$ cat src/rtl/reg_file_sb.sv
// reg_file_sb: general-purpose register file with a pending-write scoreboard
// and a bulk-clear engine. Register 0 is hardwired to zero. Sub-word writes are
// sign- or zero-extended. Reads are either combinational with write-first bypass
// or registered with one cycle of latency. While a bulk clear runs, no new writes,
// issues or clear requests are accepted.
//
// Handshake note: this block has no valid/ready channels. Each request (we,
// issue_valid, clr_req) is a single-cycle strobe. It is sampled on the rising
// edge and takes effect only while the FSM is in IDLE. Nothing back-pressures the
// requester, so a strobe raised during CLEAR is dropped. The requester can watch
// clr_busy to know when that will happen.
module reg_file_sb #(
  parameter int XLEN     = 32,
  parameter int NREG     = 32,
  parameter int READ_REG = 0,
  localparam int AW      = $clog2(NREG)
) (
  input  logic            clk,
  input  logic            rst,
  input  logic [AW-1:0]   Rs1,
  input  logic [AW-1:0]   Rs2,
  input  logic [AW-1:0]   Rd,
  input  logic [XLEN-1:0] data_in,
  input  logic            we,
  input  logic [1:0]      wr_size,
  input  logic            wr_unsigned,
  input  logic            issue_valid,
  input  logic [AW-1:0]   issue_rd,
  input  logic            clr_req,
  output logic [XLEN-1:0] read_data1,
  output logic [XLEN-1:0] read_data2,
  output logic            rs1_pending,
  output logic            rs2_pending,
  output logic            clr_busy,
  output logic            clr_done,
  output logic            fsm_state
);

  typedef enum logic {
    ST_IDLE  = 1'b0,
    ST_CLEAR = 1'b1
  } state_e;

  state_e          state_q, state_d;
  logic [AW-1:0]   idx_q, idx_d;
  logic            clr_done_q, clr_done_d;
  logic [XLEN-1:0] regs_q [NREG];
  logic [NREG-1:0] pending_q, pending_d;

  logic [XLEN-1:0] wv;
  logic            idle;
  logic            wr_acc;
  logic            iss_acc;
  logic [XLEN-1:0] rd1_c, rd2_c;

  assign idle    = (state_q == ST_IDLE);
  assign wr_acc  = we && (Rd != '0) && idle;
  assign iss_acc = issue_valid && (issue_rd != '0) && idle;

  // Write value: extend the low byte/half for sub-word sizes, full word otherwise.
  always_comb begin
    wv = data_in;
    case (wr_size)
      2'b00:   wv = wr_unsigned ? {{(XLEN-8){1'b0}}, data_in[7:0]}
                                : {{(XLEN-8){data_in[7]}}, data_in[7:0]};
      2'b01:   wv = wr_unsigned ? {{(XLEN-16){1'b0}}, data_in[15:0]}
                                : {{(XLEN-16){data_in[15]}}, data_in[15:0]};
      default: wv = data_in;
    endcase
  end

  // Clear FSM next state: IDLE -> CLEAR on request; walk the index from 1 to NREG-1.
  always_comb begin
    state_d    = state_q;
    idx_d      = idx_q;
    clr_done_d = 1'b0;
    case (state_q)
      ST_IDLE: begin
        if (clr_req) begin
          state_d = ST_CLEAR;
          idx_d   = AW'(1);
        end
      end
      ST_CLEAR: begin
        idx_d = idx_q + AW'(1);
        if (idx_q == AW'(NREG - 1)) begin
          state_d    = ST_IDLE;
          idx_d      = '0;
          clr_done_d = 1'b1;
        end
      end
      default: state_d = ST_IDLE;
    endcase
  end

  // FSM state, clear index and the done pulse (held for the first IDLE cycle).
  always_ff @(posedge clk or negedge rst) begin
    if (!rst) begin
      state_q    <= ST_IDLE;
      idx_q      <= '0;
      clr_done_q <= 1'b0;
    end else begin
      state_q    <= state_d;
      idx_q      <= idx_d;
      clr_done_q <= clr_done_d;
    end
  end

  // Scoreboard next state: a clear wins in CLEAR; in IDLE an issue set beats a
  // same-edge write clear, because the issued instruction is the newer producer.
  always_comb begin
    pending_d = pending_q;
    if (state_q == ST_CLEAR) begin
      pending_d[idx_q] = 1'b0;
    end else begin
      if (wr_acc)  pending_d[Rd]       = 1'b0;
      if (iss_acc) pending_d[issue_rd] = 1'b1;
    end
    pending_d[0] = 1'b0;
  end

  // Scoreboard register.
  always_ff @(posedge clk or negedge rst) begin
    if (!rst) pending_q <= '0;
    else      pending_q <= pending_d;
  end

  // Register array: bulk clear walks one entry per cycle; otherwise accepted writes.
  always_ff @(posedge clk or negedge rst) begin
    if (!rst) begin
      for (int i = 0; i < NREG; i++) regs_q[i] <= '0;
    end else if (state_q == ST_CLEAR) begin
      regs_q[idx_q] <= '0;
    end else if (wr_acc) begin
      regs_q[Rd] <= wv;
    end
  end

  // Combinational read with write-first bypass; address 0 always reads zero.
  always_comb begin
    rd1_c = '0;
    rd2_c = '0;
    if (Rs1 != '0) rd1_c = (wr_acc && (Rd == Rs1)) ? wv : regs_q[Rs1];
    if (Rs2 != '0) rd2_c = (wr_acc && (Rd == Rs2)) ? wv : regs_q[Rs2];
  end

  generate
    if (READ_REG != 0) begin : g_read_reg
      logic [XLEN-1:0] rd1_q, rd2_q;
      // Registered read: capture the bypassed combinational value each edge.
      always_ff @(posedge clk or negedge rst) begin
        if (!rst) begin
          rd1_q <= '0;
          rd2_q <= '0;
        end else begin
          rd1_q <= rd1_c;
          rd2_q <= rd2_c;
        end
      end
      assign read_data1 = rd1_q;
      assign read_data2 = rd2_q;
    end else begin : g_read_comb
      assign read_data1 = rd1_c;
      assign read_data2 = rd2_c;
    end
  endgenerate

  // A write landing this cycle already satisfies the outstanding producer.
  assign rs1_pending = (Rs1 != '0) && pending_q[Rs1] && !(wr_acc && (Rd == Rs1));
  assign rs2_pending = (Rs2 != '0) && pending_q[Rs2] && !(wr_acc && (Rd == Rs2));

  assign clr_busy  = (state_q == ST_CLEAR);
  assign clr_done  = clr_done_q;
  assign fsm_state = state_q;

endmodule

$ cat config.mk
export PLATFORM = sky130hd
export DESIGN_NAME = reg_file_sb
export DESIGN_NICKNAME = d
export VERILOG_FILES = /design/src/rtl/reg_file_sb.sv
export SDC_FILE = /design/constraint.sdc
export NUM_CORES = 2
export LEC_CHECK = 0
export ABC_CLOCK_PERIOD_IN_PS = 1900
export BUFFER_PORTS_ARGS = -buffer_cell sky130_fd_sc_hd__buf_4
export CAP_MARGIN = 20
export CELL_PAD_IN_SITES_DETAIL_PLACEMENT = 1
export CELL_PAD_IN_SITES_GLOBAL_PLACEMENT = 2
export CORE_MARGIN = 2
export CORE_UTILIZATION = 41
export DETAILED_ROUTE_END_ITERATION = 8
export GPL_TIMING_DRIVEN = 1
export PLACE_DENSITY_LB_ADDON = 0.25
export SLEW_MARGIN = 20
export SYNTH_ARGS = -nofsm -noshare
export SYNTH_HDL_FRONTEND = slang
export SYNTH_SLANG_ARGS = --single-unit
$ cat constraint.sdc
create_clock -name clk -period 1.9 [get_ports clk]
set_input_delay 0.19 -clock clk [delete_from_list [all_inputs] [get_ports clk]]
set_output_delay 0.19 -clock clk [all_outputs]
set_load 0.01 [all_outputs]
==> impl_metrics.ini <==
[outcome]
status = finished with violations
violations = setup timing

[floorplan]
core-area_um2 = 137000
num_rows = 136
start_util = 0.413
die_w_um = 376
ios = 129
die_area_um2 = 141000
dieHeight_um = 376

[sta]
timing.final.max_slew_violations = 0
worst_hold_slack_ns = 0.0205
min_period_over_period = 1.61
min_period_ns = 3.06
rsz0062_at_grt = yes
setup_tns_ns = -203.66
max_freq_ghz = 0.326
finClkSkew_ns = 0.0260
slew_headroom = 0.335
tightest_slew_ns = 0.994
setup_slack_ns = -1.16
hold_violations = 0
setup_viol = 955

[final_layout]
drive_above_1_share = 0.401
fillers = 13400
layout.nets = 5421
syn_to_final_growth_pct = 34.1
multi_input_area_um2 = 28900
regArea_um2 = 26600

[pwr]
leakage_uw = 0.0348
clockPowerShare = 0.359
p_comb_frac = 0.265
p_int_uw = 50300
p_sw_frac = 0.312
irDropWorstVdd_mv = 0.808
power.density_nw_per_um2 = 962
power.share.sequential = 0.376
finalPower_uw = 73100
p_switching_uw = 22800

[logic_synthesis]
synthArstFlopShare = 1.00
synth_most_common_cell = dfrtp_1
synthDistinctLibCells = 72
synth.top_cells.by_count = 1062 x dfrtp_1, 907 x a22o_1, 372 x mux4_2
synthTopCellsByArea = dfrtp_1 47%, mux4_2 15%, a22o_1 14%
ys.flop_type = dfrtp_1
synth_compound_area_frac = 0.215
synth_xor_area_frac = 0.00155
yosysTopAreaCellShare = 0.469
synthAdderAreaFrac = 0.00110
yosys.area_share.simple = 0.0553
synth_edf_count = 0
syn_nets = 4562
syn_inst = 4497
ys_seq_area_frac = 0.469
syn_avg_cell_area_um2 = 12.6
synth_top_family_by_area = compound AO/OA/AOI/OAI gates
ys_ff_latch = 1062
synth.area.mux_share = 0.209
yosysTopAreaCell = dfrtp_1
ys_warn_count = 0
syn-cell-area_um2 = 56700

[grt]
grt_pass1_wl_um = 393000
grt_pass1_vias = 53200
grt_start_max_net_pins = 83
grt-ovfl-total = 0
grt_usage = 0.384
antenna_found_initial = 2

[worst_setup_path]
path_max_fanout = 7
critical_path_class = reg2out
slowest_delay_ns = 0.40
arrival_ns = 2.87
crit_required_ns = 1.71
startpoint_type = flop
cp_common_cell = buf_12
crit_chain = and2b_2, o31ai_4, buf_4, or3_4, buf_12, buf_12, buf_8, o221a_4, buf_6
endpoint_kind = output pin
cp_slowest_cell = dfrtp_2

[place]
io_buffers = 128
dp_hpwl_um = 182000
gp_congestion = 0.920

[flow_run]
maxCapViolCount = 0

[clocking]
cts_root_buf = clkbuf_16
cts_buffers = 121
h-tree-depth = 3
clk_path_buf_depth = 3
worst_skew_pair.late_latency_ns = 0.77
cts_tree = done
path_clk_slew_ns = 0.07
cts.sinks = 1062

[route]
drt-initial-drc-count = 6038
via_count = 50700
ant_nets = 0
viasPerCell = 6.98
wl_um = 273000
first_pass_iters = 6
routedWlPerCell_um = 37.7
drc = 0

[worst_hold_path]
min_path_type = in2reg
[what timing repair did]
action                                  in CTS  in global routing
hold buffers                                27                  0
endpoints found under the hold margin      828                  0
resized for setup                          196                 40
endpoints found under the setup margin    1040               1092
setup buffers                               64                 18
gates cloned                                11                  0
pin swaps                                   67                 41
[registers in the layout, summed over array words and instances, names as in the netlist]
register / cells
clr_busy: 1
regs_q: 1024
pending_q: 31
clr_done: 1
idx_q: 5
[placed cells by master, fill, tap and decap left out, types with 34 or more instances in the layout]
master     count
mux2_2       104
dfrtp_1     1061
a221oi_1      40
nand2_1      189
mux2i_1      232
o21ai_0      119
a22o_1       907
a21oi_1       67
a211oi_2      35
buf_12       279
a221o_1       38
nor3_1        80
nor2_1       108
mux4_2       372
nor2b_1       63
clkbuf_16    124
buf_4        902
o221ai_1      34
o22ai_1      106
buf_6         57
[power by group through the flow]
stage / logic [uW] / registers, uW / clock network, uW
global route: 20000 / 27700 / 27200
floorplan: 8800 / 26900 / 0
detailed placement: 17900 / 27600 / 0
global placement: 17500 / 27400 / 0
CTS: 18900 / 27300 / 26400
finish: 19400 / 27500 / 26300
[per-layer routing]
layer / track usage / up-vias / wire length (um)
met5: 0 / - / 0
met4: 0.226 / 0 / 17700
met3: 0.0996 / 864 / 27600
met2: 0.581 / 3212 / 123000
met1: 0.497 / 27000 / 105000
li1: - / 19500 / -
[worst max-delay path: cells and delay by family, from the launching register on]
family	cells	cell delay, ns
buffers and inverters	5	0.73
AND/OR/NAND/NOR	2	0.64
flip-flops	1	0.40
AO/OA/AOI/OAI	2	0.32
[path summary, 6_finish.rpt]
path | start | end | slack [ns] | depth (start not counted)
hold / removal | data_in[30] | regs_q[670]$_DFFE_PN0P_ | 0.02 | 4
min in group asynchronous | rst | regs_q[44]$_DFFE_PN0P_ | 0.19 | 3
setup / recovery | clr_busy$_DFF_PN0_ | read_data1[19] | -1.16 | 9
hold reg to reg | regs_q[922]$_DFFE_PN0P_ | regs_q[922]$_DFFE_PN0P_ | 0.51 | 2
setup reg to reg | clr_busy$_DFF_PN0_ | regs_q[406]$_DFFE_PN0P_ | -0.37 | 10
max in group asynchronous | rst | pending_q[28]$_DFF_PN0_ | 0.32 | 3
[metrics by stage]
| stage | util | instance area, um^2 | std cells | setup slack (ns) |
|---|---|---|---|---|
| after floorplan | - | 57200 | 4497 | -0.132 |
| after global placement | 0.506 | 69500 | 6927 | -0.768 |
| after detailed placement | 0.506 | 69500 | 6927 | -0.793 |
| after CTS | 0.552 | 75800 | 7244 | -1.19 |
| after global routing | 0.554 | 76000 | 7253 | -1.18 |
| final | 0.554 | 76000 | 7254 | -1.16 |
[layout make-up]
cell class | count | share of cell area
multi-input cells | 2853 | 0.380
clock buffers | 179 | 0.0479
clock inverters | 47 | 0.0101
well taps | 1794 | 0.0295
repair buffers | 1290 | 0.182
flip-flops and latches | 1062 | 0.350
inverters | 28 | 0.00138
diodes | 1 | 0.0000329
[logic make-up after synthesis]
kind of cell,Yosys count
buffers and inverters,582
flip-flops,1062
AND/OR/NAND/NOR,605
AO/OA/AOI/OAI,1525
XOR/XNOR,10
adder cells (fa/ha/maj),5
multiplexers,708
No activity file was read; power rests on OpenSTA's default activity.
